File: src/rtl/ammo_pkg.sv
`default_nettype none
// ============================================================================
// Module      : ammo_pkg
// Description : Shared types and helpers for the air-defence ammunition
//               magazine. Holds the sequencer state enum, the battery index
//               type and the radar-to-battery decode function.
// Revision    : 1.0 - initial release
// ============================================================================
package ammo_pkg;

    // Highest count whose tens digit still fits the 0..2 digit display range.
    localparam int MAX_AMMO_LIMIT = 29;

    typedef enum logic [1:0] {
        IDLE   = 2'd0,
        ARM    = 2'd1,
        LAUNCH = 2'd2
    } state_t;

    // Battery index: 0 = battery 1, 1 = battery 2, 2 = battery 3.
    typedef logic [1:0] bat_idx_t;

    typedef struct packed {
        logic     valid;
        bat_idx_t idx;
    } radar_sel_t;

    // A fire target is only unambiguous when exactly one radar reports.
    // radar bit 0 is battery 1.
    function automatic radar_sel_t radar_decode(input logic [2:0] radar);
        radar_sel_t r;
        r.valid = 1'b1;
        r.idx   = 2'd0;
        case (radar)
            3'b001:  r.idx = 2'd0;
            3'b010:  r.idx = 2'd1;
            3'b100:  r.idx = 2'd2;
            default: r.valid = 1'b0;
        endcase
        return r;
    endfunction

endpackage
`default_nettype wire

File: src/rtl/ammo_magazine_if.sv
`default_nettype none
// ============================================================================
// Module      : ammo_magazine_if
// Description : Command / status bundle of the ammunition magazine.
//               master : fire and reload commander (drives radars, requests)
//               slave  : the magazine (drives counts, launch and status)
//   radar_1..3   target detected in battery 1..3 sector
//   fire_req     fire command
//   reload_req   single-cycle reload strobe, reload_sel 1..3 (0 = none)
//   reload_qty   rounds to add
//   ammunition_* per-battery counts      launch  one-hot launch drive
//   busy         ARM/LAUNCH in progress   fire_done / fire_err  pulses
//   empty        per-battery zero-count flags
// Revision    : 1.0 - initial release
// ============================================================================
interface ammo_magazine_if;
    logic       radar_1;
    logic       radar_2;
    logic       radar_3;
    logic       fire_req;
    logic       reload_req;
    logic [1:0] reload_sel;
    logic [4:0] reload_qty;
    logic [4:0] ammunition_1;
    logic [4:0] ammunition_2;
    logic [4:0] ammunition_3;
    logic [2:0] launch;
    logic       busy;
    logic       fire_done;
    logic       fire_err;
    logic [2:0] empty;

    modport master (
        output radar_1, radar_2, radar_3, fire_req,
        output reload_req, reload_sel, reload_qty,
        input  ammunition_1, ammunition_2, ammunition_3,
        input  launch, busy, fire_done, fire_err, empty
    );

    modport slave (
        input  radar_1, radar_2, radar_3, fire_req,
        input  reload_req, reload_sel, reload_qty,
        output ammunition_1, ammunition_2, ammunition_3,
        output launch, busy, fire_done, fire_err, empty
    );
endinterface
`default_nettype wire

File: src/rtl/ammo_counter.sv
`default_nettype none
// ============================================================================
// Module      : ammo_counter
// Description : One battery's ammunition count with saturating reload and
//               single-round decrement. A decrement and a reload in the same
//               cycle are merged so neither update is lost.
//   clock, reset_n  clock and synchronous active-low reset
//   dec             remove one round (never asserted at count 0)
//   inc_en, inc_qty reload strobe and rounds to add
//   count, empty    registered count and count==0 flag
// Revision    : 1.0 - initial release
// ============================================================================
module ammo_counter #(
    parameter int MAX_AMMO  = 29,
    parameter int INIT_AMMO = 20
) (
    input  wire logic       clock,
    input  wire logic       reset_n,
    input  wire logic       dec,
    input  wire logic       inc_en,
    input  wire logic [4:0] inc_qty,
    output logic      [4:0] count,
    output logic            empty
);

    localparam logic [5:0] c_max  = 6'(MAX_AMMO);
    localparam logic [4:0] c_init = 5'(INIT_AMMO);

    logic [4:0] r_count;
    logic       r_empty;
    logic [5:0] w_base;
    logic [5:0] w_sum;
    logic [4:0] w_next;

    // 6-bit arithmetic: 29 + 31 must not wrap before the clamp.
    always_comb begin
        w_base = {1'b0, r_count} - {5'd0, dec};
        w_sum  = w_base + (inc_en ? {1'b0, inc_qty} : 6'd0);
        w_next = (w_sum > c_max) ? c_max[4:0] : w_sum[4:0];
    end

    always_ff @(posedge clock) begin
        if (!reset_n) begin
            r_count <= c_init;
            r_empty <= (c_init == 5'd0);
        end else begin
            r_count <= w_next;
            r_empty <= (w_next == 5'd0);
        end
    end

    assign count = r_count;
    assign empty = r_empty;

endmodule
`default_nettype wire

File: src/rtl/ammo_magazine.sv
`default_nettype none
// ============================================================================
// Module      : ammo_magazine
// Description : Ammunition bookkeeping and launch sequencer for three
//               batteries. A fire request selects the single battery whose
//               radar reports, arms for one cycle, drives a FIRE_CYCLES-long
//               launch pulse and decrements that battery's count.
//   clock, reset_n  clock and synchronous active-low reset
//   bus             ammo_magazine_if.slave command/status bundle
// Revision    : 1.0 - initial release
// ============================================================================
module ammo_magazine
    import ammo_pkg::*;
#(
    parameter int MAX_AMMO    = 29,
    parameter int INIT_AMMO   = 20,
    parameter int FIRE_CYCLES = 4
) (
    input wire logic        clock,
    input wire logic        reset_n,
    ammo_magazine_if.slave  bus
);

    // Never let a caller push the ceiling past the displayable range.
    localparam int c_max_eff = (MAX_AMMO > MAX_AMMO_LIMIT) ? MAX_AMMO_LIMIT : MAX_AMMO;
    localparam int c_pw      = (FIRE_CYCLES > 1) ? $clog2(FIRE_CYCLES) : 1;
    localparam logic [c_pw-1:0] c_last = c_pw'(FIRE_CYCLES - 1);

    state_t          r_state;
    state_t          w_state_next;
    bat_idx_t        r_idx;
    bat_idx_t        w_idx_next;
    logic [c_pw-1:0] r_pulse;
    logic [c_pw-1:0] w_pulse_next;
    logic [2:0]      r_launch;
    logic [2:0]      w_launch_next;
    logic            r_busy;
    logic            r_fire_done;
    logic            w_fire_done_next;
    logic            r_fire_err;
    logic            w_fire_err_next;
    logic            w_dec_en;

    logic [2:0]      w_radar;
    radar_sel_t      w_sel;
    logic [2:0]      w_has_ammo;
    logic            w_avail;
    logic [2:0]      w_inc_en;
    logic [2:0]      w_dec;
    logic [2:0]      w_empty;
    logic [4:0]      w_count [3];

    assign w_radar = {bus.radar_3, bus.radar_2, bus.radar_1};
    assign w_sel   = radar_decode(w_radar);
    // Only meaningful when the radars are one-hot: picks the reporting battery.
    assign w_avail = |(w_radar & w_has_ammo);

    for (genvar gi = 0; gi < 3; gi++) begin : g_bat
        assign w_inc_en[gi]   = bus.reload_req && (bus.reload_sel == 2'(gi + 1));
        assign w_dec[gi]      = w_dec_en && (r_idx == 2'(gi));
        assign w_has_ammo[gi] = (w_count[gi] != 5'd0);

        ammo_counter #(
            .MAX_AMMO  (c_max_eff),
            .INIT_AMMO (INIT_AMMO)
        ) u_counter (
            .clock   (clock),
            .reset_n (reset_n),
            .dec     (w_dec[gi]),
            .inc_en  (w_inc_en[gi]),
            .inc_qty (bus.reload_qty),
            .count   (w_count[gi]),
            .empty   (w_empty[gi])
        );
    end

    always_comb begin
        w_state_next     = r_state;
        w_idx_next       = r_idx;
        w_pulse_next     = r_pulse;
        w_fire_done_next = 1'b0;
        w_fire_err_next  = 1'b0;
        w_dec_en         = 1'b0;

        case (r_state)
            IDLE: begin
                if (bus.fire_req) begin
                    if (w_sel.valid && w_avail) begin
                        w_state_next = ARM;
                        w_idx_next   = w_sel.idx;
                    end else begin
                        w_fire_err_next = 1'b1;
                    end
                end
            end
            ARM: begin
                w_state_next = LAUNCH;
                w_pulse_next = '0;
            end
            LAUNCH: begin
                // The round leaves the count on the first launch cycle.
                w_dec_en = (r_pulse == '0);
                if (r_pulse == c_last) begin
                    w_state_next     = IDLE;
                    w_fire_done_next = 1'b1;
                end else begin
                    w_pulse_next = r_pulse + 1'b1;
                end
            end
            default: w_state_next = IDLE;
        endcase

        // Registered outputs are decoded from the next state so they line up
        // with the state they describe.
        w_launch_next = (w_state_next == LAUNCH) ? (3'b001 << w_idx_next) : 3'b000;
    end

    always_ff @(posedge clock) begin
        if (!reset_n) begin
            r_state     <= IDLE;
            r_idx       <= '0;
            r_pulse     <= '0;
            r_launch    <= 3'b000;
            r_busy      <= 1'b0;
            r_fire_done <= 1'b0;
            r_fire_err  <= 1'b0;
        end else begin
            r_state     <= w_state_next;
            r_idx       <= w_idx_next;
            r_pulse     <= w_pulse_next;
            r_launch    <= w_launch_next;
            r_busy      <= (w_state_next != IDLE);
            r_fire_done <= w_fire_done_next;
            r_fire_err  <= w_fire_err_next;
        end
    end

    assign bus.ammunition_1 = w_count[0];
    assign bus.ammunition_2 = w_count[1];
    assign bus.ammunition_3 = w_count[2];
    assign bus.empty        = w_empty;
    assign bus.launch       = r_launch;
    assign bus.busy         = r_busy;
    assign bus.fire_done    = r_fire_done;
    assign bus.fire_err     = r_fire_err;

endmodule
`default_nettype wire

File: src/flat_wrapper.sv
// flat-port wrapper written by rule: the top's interface ports become plain ports
module ammo_magazine_flat import ammo_pkg::*;
#(
    parameter int MAX_AMMO    = 29,
    parameter int INIT_AMMO   = 20,
    parameter int FIRE_CYCLES = 4
)
  (clock, reset_n, bus_radar_1, bus_radar_2, bus_radar_3, bus_fire_req, bus_reload_req, bus_reload_sel, bus_reload_qty, bus_ammunition_1, bus_ammunition_2, bus_ammunition_3, bus_launch, bus_busy, bus_fire_done, bus_fire_err, bus_empty);
  ammo_magazine_if bus_i ();
  input wire logic clock;
  input wire logic reset_n;
  input wire logic [$bits(bus_i.radar_1)-1:0] bus_radar_1;
  input wire logic [$bits(bus_i.radar_2)-1:0] bus_radar_2;
  input wire logic [$bits(bus_i.radar_3)-1:0] bus_radar_3;
  input wire logic [$bits(bus_i.fire_req)-1:0] bus_fire_req;
  input wire logic [$bits(bus_i.reload_req)-1:0] bus_reload_req;
  input wire logic [$bits(bus_i.reload_sel)-1:0] bus_reload_sel;
  input wire logic [$bits(bus_i.reload_qty)-1:0] bus_reload_qty;
  output wire logic [$bits(bus_i.ammunition_1)-1:0] bus_ammunition_1;
  output wire logic [$bits(bus_i.ammunition_2)-1:0] bus_ammunition_2;
  output wire logic [$bits(bus_i.ammunition_3)-1:0] bus_ammunition_3;
  output wire logic [$bits(bus_i.launch)-1:0] bus_launch;
  output wire logic [$bits(bus_i.busy)-1:0] bus_busy;
  output wire logic [$bits(bus_i.fire_done)-1:0] bus_fire_done;
  output wire logic [$bits(bus_i.fire_err)-1:0] bus_fire_err;
  output wire logic [$bits(bus_i.empty)-1:0] bus_empty;
  assign bus_i.radar_1 = bus_radar_1;
  assign bus_i.radar_2 = bus_radar_2;
  assign bus_i.radar_3 = bus_radar_3;
  assign bus_i.fire_req = bus_fire_req;
  assign bus_i.reload_req = bus_reload_req;
  assign bus_i.reload_sel = bus_reload_sel;
  assign bus_i.reload_qty = bus_reload_qty;
  assign bus_ammunition_1 = bus_i.ammunition_1;
  assign bus_ammunition_2 = bus_i.ammunition_2;
  assign bus_ammunition_3 = bus_i.ammunition_3;
  assign bus_launch = bus_i.launch;
  assign bus_busy = bus_i.busy;
  assign bus_fire_done = bus_i.fire_done;
  assign bus_fire_err = bus_i.fire_err;
  assign bus_empty = bus_i.empty;
  ammo_magazine #(.MAX_AMMO(MAX_AMMO), .INIT_AMMO(INIT_AMMO), .FIRE_CYCLES(FIRE_CYCLES)) u_core (.clock(clock), .reset_n(reset_n), .bus(bus_i));
endmodule
File: config.mk
export PLATFORM = sky130hd
export DESIGN_NAME = ammo_magazine_flat
export DESIGN_NICKNAME = d
export VERILOG_FILES = /design/src/rtl/ammo_pkg.sv /design/src/rtl/ammo_magazine_if.sv /design/src/rtl/ammo_counter.sv /design/src/rtl/ammo_magazine.sv /design/src/flat_wrapper.sv
export SDC_FILE = /design/constraint.sdc
export NUM_CORES = 1
export LEC_CHECK = 0
export ABC_AREA = 1
export BUFFER_PORTS_ARGS = -buffer_cell sky130_fd_sc_hd__buf_4
export CAP_MARGIN = 15
export CORE_MARGIN = 2
export CORE_UTILIZATION = 45
export CTS_BUF_LIST = sky130_fd_sc_hd__clkbuf_4
export CTS_CLUSTER_DIAMETER = 200
export DETAILED_ROUTE_END_ITERATION = 10
export PLACE_DENSITY = 0.66
export SLEW_MARGIN = 20
export SYNTH_ARGS = -nofsm -noshare
export SYNTH_HDL_FRONTEND = slang
export SYNTH_SLANG_ARGS = --single-unit
File: constraint.sdc
create_clock -name clock -period 3.6 [get_ports clock]
set_input_delay 0.72 -clock clock [delete_from_list [all_inputs] [get_ports clock]]
set_output_delay 0.72 -clock clock [all_outputs]
set_load 0.005 [all_outputs]
==> impl_metrics.ini, run 1 <==
[finish]
final_cells = 444
multi_input_area_um2 = 1356
seq_area_um2 = 600.6
design_area_um2 = 2743
drive_gt1_frac = 0.1631
nFillCells = 526
diodes = 0
nNetsFinal = 422
utilization = 0.5439
syn_to_final_growth_pct = 18.49

[synthesis]
synthCells = 334
ys.flop_type = dfxtp_1
synthDistinctLibCells = 30
synth_area_um2 = 2315
async_flop_share = 0
ys_seq_area_frac = 0.2595
syn-num-nets = 383
syn_area_per_cell_um2 = 6.930
ys.warnings.count = 0
ys_ff_latch = 30
synth-edff-count = 0

[sta]
max_freq_mhz = 375.7
report.final.hold_viol_count = 0
rsz0062_at_grt = false
max-slew-margin-rel = 0.7236
totalNegativeSetupSlack_ns = 0
period_needed_ns = 2.661
fin_hold_ws_ns = 0.4723
drv_slew = 0
finalClockSkew_ns = 0.01340
worstMarginPinSlew_ns = 0.4114
setup_violations = 0
period_share = 0.7393
layout_setup_ws_ns = 0.9385

[run]
max-cap-violations = 0

[clock_tree]
clock_path_buffers = 2
cts_max_level = 2
cts_tree = done
postCtsHoldBufs = 0
post-cts-setup-buffer-count = 0
clk_pin_slew_ns = 0.10
cts.sinks = 30
cts_root_buf = clkbuf_4
ctsResizeCount = 0
clk_latency_ns = 0.34
cts_buffers = 5

[critical_path]
max_stage_delay_ns = 0.39
arrival_ns = 2.94
crit_type = flip-flop to flip-flop
path_cells = inv_2, nor2_1, nand2_1, nor3_1, ha_1, inv_1, ha_1, inv_1, fa_1, nand3b_1, nand2_1, nand2_1, nand2_1, nand3_1, nand3_1, nand2_1, inv_1
end_kind = flip-flop
path_max_fanout = 4
cp_common_cell = nand2_1
crit_slowest_cell = fa_1
setup.worst_path.start_class = flip-flop
cp.required_ns = 3.88

[pwr]
p_per_area_nw_per_um2 = 697.2
p_total_mw = 1.912
vdd_ir_drop_max_v = 0.0004515
p_leak_nw = 1.531

[floorplanning]
die_w_um = 75.72
rows = 26
initial_core_util = 0.4591
dieArea_um2 = 5734
ios = 38
die_h_um = 75.72
coreArea_um2 = 5042

[run_status]
status = complete, no violations

[detailed_routing]
drtIter0Drc = 73
drc_errors = 0
postRouteAntennaNets = 0
first_pass_iters = 4
vias_per_cell = 4.556
vias = 2023
wl_per_cell_um = 10.42
routed_wl_mm = 4.628

[place]
gp_congestion = 0.8639
placement.io_buffers = 37
dp.cells = 436
hpwl_mm = 3.861
place_ws_ns = 0.6318
dpl-instance-area_um2 = 2641

[global_route]
grt.total_usage = 0.1797
grt_pass1_vias = 1868
grt_max_degree = 19
grt_pass1_wl_mm = 7.845
grt_overflow = 0
antenna_found_initial = 0

[worst_hold_path]
worstHoldPathType = flip-flop to flip-flop
[power by group]
| group | total [mW] | switching [mW] | internal, mW |
|---|---|---|---|
| combinational | 1.12 | 0.648 | 0.476 |
| sequential | 0.448 | 0.0468 | 0.402 |
| clock | 0.340 | 0.126 | 0.214 |
[synthesized netlist by cell type (2+ instances only)]
cell type	n	area, um2
fa_1	3	60.06
nor3_1	7	35.03
nor4_1	4	25.02
nand4_1	6	37.54
nand3_1	25	125.1
inv_1	82	307.8
ha_1	32	400.4
clkinv_1	2	7.510
dfxtp_1	30	600.6
nor2_1	26	97.59
nand3b_1	7	52.55
nand3_2	2	20.02
nand2_2	6	37.54
buf_4	3	22.52
nand2_1	74	277.8
nand3b_4	2	40.04
a21oi_1	9	45.04
xor2_1	2	17.52
[cells by family after synthesis]
| family | Yosys count | synth area share |
|---|---|---|
| AND/OR/NAND/NOR | 166 | 0.3541 |
| flip-flops | 30 | 0.2595 |
| AO/OA/AOI/OAI | 10 | 0.02162 |
| buffers and inverters | 90 | 0.1546 |
| adder cells (fa/ha/maj) | 35 | 0.1989 |
| XOR/XNOR | 3 | 0.01135 |
[critical path, delay by kind of cell, from the launching register on]
kind	cells	cell delay (ns)
simple gates	10	1.22
flops	1	0.34
buf+inv	4	0.22
fa+ha+maj	3	0.84
[registers in the layout, indices dropped and copies added (netlist names)]
name / count
u_core.r_state: 2
u_core.g_bat.u_counter.count: 15
u_core.r_pulse: 2
u_core.bus.launch: 3
u_core.bus.busy: 1
u_core.g_bat.u_counter.empty: 3
u_core.bus.fire_done: 1
u_core.bus.fire_err: 1
u_core.r_idx: 2
[final timing paths]
check,start,endpoint,slack (ns),depth (start not counted)
worst max-delay path,u_core.r_state[1]$_SDFF_PN0_,u_core.g_bat[0].u_counter.count[0]$_SDFF_PN0_,0.94,17
worst min-delay path,u_core.r_idx[0]$_SDFF_PN0_,u_core.bus.launch[0]$_SDFF_PP0_,0.47,1
worst max register to register,u_core.r_state[1]$_SDFF_PN0_,u_core.g_bat[0].u_counter.count[0]$_SDFF_PN0_,0.94,17
worst min register to register,u_core.r_idx[0]$_SDFF_PN0_,u_core.bus.launch[0]$_SDFF_PP0_,0.47,1
[cell usage in the layout, fill, tap and decap left out, types with 6 or more instances in the layout]
| cell type | count |
|---|---|
| inv_1 | 82 |
| nand2_1 | 74 |
| buf_4 | 37 |
| ha_1 | 32 |
| dfxtp_1 | 30 |
| nor2_1 | 26 |
| nand3_1 | 25 |
| a21oi_1 | 9 |
| nor3_1 | 7 |
| nand3b_1 | 7 |
| nand2_2 | 6 |
| nand4_1 | 6 |
[layout make-up]
class                      instances  share of cell area
clock inverter                     3             0.02327
clock buffer                       5             0.01369
multi-input combinational        214              0.4945
tap                               70             0.03193
inverter                          85              0.1163
sequential                        30              0.2190
timing repair buffer              37              0.1013
[metal layers]
| layer | track usage | part of all wire |
|---|---|---|
| met2 | 0.3130 | 0.50 |
| met1 | 0.2184 | 0.46 |
| met3 | 0.04233 | 0.028 |
| met5 | 0 | 0 |
| met4 | 0.05653 | 0.014 |
(Power assumes the default switching activity.)
==> run 2, diff against run 1 <==
--- a/config.mk
+++ b/config.mk
@@ -5,7 +5,7 @@
 export SDC_FILE = /design/constraint.sdc
 export NUM_CORES = 1
 export LEC_CHECK = 0
-export ABC_AREA = 1
+export ABC_AREA = 0
 export BUFFER_PORTS_ARGS = -buffer_cell sky130_fd_sc_hd__buf_4
 export CAP_MARGIN = 15
 export CORE_MARGIN = 2
==> constraint.sdc (replaced) <==
create_clock -name clock -period 2.71 [get_ports clock]
set_input_delay 0.542 -clock clock [delete_from_list [all_inputs] [get_ports clock]]
set_output_delay 0.542 -clock clock [all_outputs]
set_load 0.005 [all_outputs]
==> impl_metrics.ini, run 2 <==
[floorplanning]
rows = 25
coreArea_um2 = 4755
initial_core_util = 0.4705
ios = 38
die_h_um = 74.51
die_w_um = 74.51
dieArea_um2 = 5552

[detailed_routing]
postRouteAntennaNets = 0
first_pass_iters = 4
drtIter0Drc = 76
routed_wl_mm = 5.181
vias = 2043
wl_per_cell_um = 12.45
vias_per_cell = 4.911
drc_errors = 0

[clock_tree]
cts.sinks = 30
clock_path_buffers = 2
clk_latency_ns = 0.34
cts_max_level = 2
postCtsHoldBufs = 0
cts_root_buf = clkbuf_4
cts_tree = done
clk_pin_slew_ns = 0.10
cts_buffers = 5

[critical_path]
crit_type = flip-flop to flip-flop
timing.rr.end = u_core.g_bat[2].u_counter.count[4]$_SDFF_PN1_
path_max_fanout = 4
arrival_ns = 2.86
rr_worst_depth = 14
regToRegStartpoint = u_core.r_pulse[0]$_SDFFE_PN0P_
r2r_setup_slack_ns = 0.09
setup.worst_path.start_class = flip-flop
critPathCapture = u_core.g_bat[2].u_counter.count[4]$_SDFF_PN1_
end_kind = flip-flop
cp.required_ns = 2.95
critPathLaunch = u_core.r_pulse[0]$_SDFFE_PN0P_

[synthesis]
synth_top_family_by_area = simple AND/OR/NAND/NOR gates
synth_xor_area_frac = 0.03915
yosysTopAreaCell = dfxtp_1
ys.warnings.count = 0
ys.flop_type = dfxtp_1
ys_seq_area_frac = 0.2685
synth-simple-area-share = 0.2539
yosys.area_share.adder = 0.2058
synth-edff-count = 0
syn-num-nets = 328
synth-compound-area-share = 0.1219
syn_area_per_cell_um2 = 8.018
synth.area.top_cells = dfxtp_1, ha_1, inv_1
synth_area_um2 = 2237
async_flop_share = 0
yosys-top-cells-count = inv_1, ha_1, dfxtp_1
synth_most_common_cell = inv_1
synthDistinctLibCells = 48
ys_ff_latch = 30
synthCells = 279
yosys.area.top_type_share = 0.2685
synthMuxAreaShare = 0.005034

[run_status]
status = complete, no violations

[place]
placement.io_buffers = 37
gp_congestion = 0.8129
hpwl_mm = 3.979

[sta]
totalNegativeSetupSlack_ns = 0
drv_slew = 0
setup_violations = 0
period_needed_ns = 2.624
finalClockSkew_ns = 0.01044
max_freq_mhz = 381.0
max-slew-margin-rel = 0.7639
period_share = 0.9684
worstMarginPinSlew_ns = 0.3520
fin_hold_ws_ns = 0.4912
report.final.hold_viol_count = 0
rsz0062_at_grt = true

[worst_hold_path]
worstHoldPathType = input pin to flip-flop

[finish]
final_cell_mix = buf_4, inv_1, ha_1, dfxtp_1, nor2_1
diodes = 0
nNetsFinal = 397
utilization = 0.6434
syn_to_final_growth_pct = 36.74
largest_reg_flops = 15
drive_gt1_frac = 0.3209
nFillCells = 438
final_common_cell = buf_4

[pwr]
p_total_mw = 2.957
p_leak_nw = 1.473
vdd_ir_drop_max_v = 0.0005304
p_per_area_nw_per_um2 = 966.7

[global_route]
grt.total_usage = 0.1930
grt_pass1_wl_mm = 8.259
grt_pass1_vias = 1931
grt_overflow = 0
antenna_found_initial = 0
grt_max_degree = 14

[run]
max-cap-violations = 0
run 2: cell types whose count changed after synthesis, sizes merged, moves of 4 or more:
cell | previous run | this run
nor2b | 0 | 4
inv | 83 | 52
and2 | 1 | 6
nand2 | 81 | 19
o21ai | 1 | 10
nand3 | 28 | 5
nand3b | 10 | 1
and3 | 0 | 4
xor2 | 2 | 6
nand2b | 0 | 5
nor3b | 0 | 11
run 2: logic make-up (layout without fill, tap and decap cells):
| family | Yosys count | after routing |
|---|---|---|
| AOI/OAI and AO/OA | 41 | 41 |
| muxes | 1 | 1 |
| xor gates and xnor gates | 10 | 10 |
| adders and majority gates | 35 | 35 |
| DFF | 30 | 30 |
| buffers and inverters | 58 | 128 |
| and+or+nand+nor | 104 | 104 |
run 2: worst min path at each step:
stage	startpoint	endpoint	slack (ns)	cells past startpoint
2_1_floorplan	u_core.r_idx[1]$_SDFF_PN0_	u_core.bus.launch[1]$_SDFF_PP0_	0.48	1
3_3_place_gp	u_core.r_idx[0]$_SDFF_PN0_	u_core.bus.launch[2]$_SDFF_PN0_	0.58	2
3_5_place_dp	u_core.r_idx[1]$_SDFF_PN0_	u_core.bus.launch[1]$_SDFF_PP0_	0.58	2
4_1_cts	reset_n	u_core.g_bat[2].u_counter.count[2]$_SDFF_PN1_	0.49	2
5_1_grt	reset_n	u_core.g_bat[2].u_counter.count[2]$_SDFF_PN1_	0.49	2
6_report	reset_n	u_core.g_bat[2].u_counter.count[2]$_SDFF_PN1_	0.49	2
run 2: stage by stage:
stage,setup slack (ns),instances,instance area (um2)
5_1_grt,-0.03766,416,3059
6_report,0.08564,416,3059
3_5_place_dp,-0.1389,407,2781
2_1_floorplan,0.002960,279,2240
3_3_place_gp,-0.1290,407,2781
4_1_cts,-0.01984,415,2959
run 2: repair_timing:
action,CTS,global route
setup endpoints to repair,10,13
gates resized for setup,17,26
pin swaps,6,9
buffers inserted,0,1
run 2: final cells by class:
type	count	area (um2)	share of cell area
timing repair buffer	67	506.7	0.1656
clock buffer	5	37.54	0.01227
multi-input combinational	191	1565	0.5117
tap	67	83.83	0.02740
clock inverter	3	63.81	0.02086
sequential	30	603.1	0.1971
inverter	53	198.9	0.06503
run 2: where the power goes:
| part | switching [mW] | total, mW | internal [mW] |
|---|---|---|---|
| clock network | 0.160 | 0.444 | 0.284 |
| logic | 0.924 | 1.90 | 0.978 |
| registers | 0.0751 | 0.611 | 0.536 |
run 2: per-layer routing:
layer,vias to the layer above,wire [um],track usage
li1,1075,-,-
met1,933,2392,0.2405
met2,29,2565,0.3353
met3,6,158,0.03252
met4,0,66,0.06746
met5,-,0,0
run 2: worst max-delay path, stage by stage (launching register included):
cell	delay, ns
dfxtp_2	0.34
inv_2	0.07
ha_4	0.14
nand2_4	0.06
nor3b_2	0.15
ha_1	0.24
inv_1	0.07
ha_2	0.19
inv_1	0.05
fa_2	0.34
nand2b_4	0.16
a21oi_4	0.17
nor3b_2	0.18
o21ai_0	0.13
a31o_2	0.22
==> run 3, diff against run 2 <==
--- a/config.mk
+++ b/config.mk
@@ -13,7 +13,7 @@
 export CTS_BUF_LIST = sky130_fd_sc_hd__clkbuf_4
 export CTS_CLUSTER_DIAMETER = 200
 export DETAILED_ROUTE_END_ITERATION = 10
-export PLACE_DENSITY = 0.66
+export PLACE_DENSITY = 0.65
 export SLEW_MARGIN = 20
 export SYNTH_ARGS = -nofsm -noshare
 export SYNTH_HDL_FRONTEND = slang
==> impl_metrics.ini, run 3 (synthesis gave the netlist of run 2 again) <==
[clock_tree]
cts_tree = done
clk_latency_ns = 0.33
cts_root_buf = clkbuf_4
cts_buffers = 5
clock_path_buffers = 2
cts.sinks = 30
clk_pin_slew_ns = 0.10
cts_max_level = 2

[sta]
worstMarginPinSlew_ns = 0.3412
max_freq_mhz = 376.9
max-slew-margin-rel = 0.7689
report.final.hold_viol_count = 0
totalNegativeSetupSlack_ns = 0
period_share = 0.9791
drv_slew = 0
rsz0062_at_grt = true
period_needed_ns = 2.653
finalClockSkew_ns = 0.01361
setup_violations = 0

[place]
hpwl_mm = 4.109
placement.io_buffers = 37
dpl-instance-area_um2 = 2811
gp_congestion = 0.7885

[worst_hold_path]
worstHoldPathType = input pin to flip-flop
worstHoldStart = reset_n

[critical_path]
critical_path_buf_inv_count = 3
max_stage_delay_ns = 0.34
crit_slowest_cell = dfxtp_2
path_cells = inv_2, ha_4, nand2_4, nor3b_2, ha_1, inv_1, ha_2, inv_2, fa_2, nand2b_4, a21oi_2, xor2_1, or3_1, and4b_1
crit_type = flip-flop to flip-flop
cp_common_cell = inv_2
regToRegStartpoint = u_core.r_pulse[0]$_SDFFE_PN0P_
end_kind = flip-flop
critPathLaunch = u_core.r_pulse[0]$_SDFFE_PN0P_
arrival_ns = 2.93
path_max_fanout = 3
setup.worst_path.start_class = flip-flop
crit_family = simple AND/OR/NAND/NOR gates
cp.required_ns = 2.99

[detailed_routing]
postRouteAntennaNets = 0
wl_per_cell_um = 12.58
first_pass_iters = 4
vias = 2096
vias_per_cell = 4.979
drtIter0Drc = 38
drc_errors = 0
routed_wl_mm = 5.296

[global_route]
antenna_found_initial = 0
grt_pass1_vias = 1941
grt_overflow = 0
grt_max_degree = 14
grt.total_usage = 0.2069
grt_pass1_wl_mm = 8.714

[finish]
syn_to_final_growth_pct = 36.74
nNetsFinal = 402
largest_reg_flops = 15
diodes = 0
design_area_um2 = 3059
final_cell_mix = buf_4, inv_1, ha_1
drive_gt1_frac = 0.3305
final_common_cell = buf_4
utilization = 0.6434

[pwr]
p_total_mw = 2.967
p_leak_nw = 1.494
p_per_area_nw_per_um2 = 970.0
vdd_ir_drop_max_v = 0.0006297

[floorplanning]
die_w_um = 74.51
die_h_um = 74.51
dieArea_um2 = 5552
ios = 38
rows = 25
initial_core_util = 0.4705
coreArea_um2 = 4755

[run]
max-cap-violations = 0

[run_status]
status = complete, no violations
-- run 3: cell count changes in the layout (fill, tap and decap cells not counted), moves of 2 or more --
cell	change
a21oi_2	+2
clkinv_2	+2
buf_4	+6
a21oi_1	-2
-- run 3: final timing paths --
kind              depth (start not counted)                                             to  slack [ns]
hold / removal                            2  u_core.g_bat[2].u_counter.count[2]$_SDFF_PN1_        0.51
hold reg to reg                           2                     u_core.r_idx[0]$_SDFF_PN0_        0.57
setup reg to reg                         14     u_core.g_bat[1].u_counter.empty$_SDFF_PN0_        0.06
setup / recovery                         14     u_core.g_bat[1].u_counter.empty$_SDFF_PN0_        0.06
-- run 3: repair_timing --
action                     CTS  global route
setup buffers                1             2
hold buffers                 0             0
resized for setup           14            28
pin swaps                    5            12
setup endpoints to repair    9            15
-- run 3: through the flow --
| step | worst slack (ns) | hold WS, ns | instances |
|---|---|---|---|
| floorplan | 0.002960 | 0.4820 | 279 |
| global placement | -0.1347 | 0.5236 | 411 |
| detailed placement | -0.1901 | 0.5181 | 411 |
| CTS | -0.004222 | 0.4936 | 420 |
| global route | -0.1155 | 0.4849 | 421 |
| finish | 0.05668 | 0.5135 | 421 |
-- run 3: area by class of cell --
| type | count | area, um2 |
|---|---|---|
| inverter | 53 | 198.9 |
| clock buffer | 5 | 37.54 |
| fill | 448 | 1695 |
| clock inverter | 3 | 40.04 |
| tap | 67 | 83.83 |
| sequential | 30 | 604.3 |
| multi-input combinational | 191 | 1554 |
| timing repair buffer | 72 | 540.5 |
-- run 3: power by group --
| part | internal [mW] | total (mW) | switching [mW] | leakage, nW |
|---|---|---|---|---|
| clock network | 0.191 | 0.352 | 0.161 | 0.0450 |
| registers | 0.536 | 0.610 | 0.0733 | 0.247 |
| logic | 1.04 | 2.01 | 0.965 | 1.20 |
-- run 3: routing by layer --
layer  wire, um  global-route usage  part of all wire
met3         86             0.03659             0.016
met2       2619              0.3451              0.49
met5          0                   0                 0
met1       2501              0.2710              0.47
met4         89             0.06746             0.017
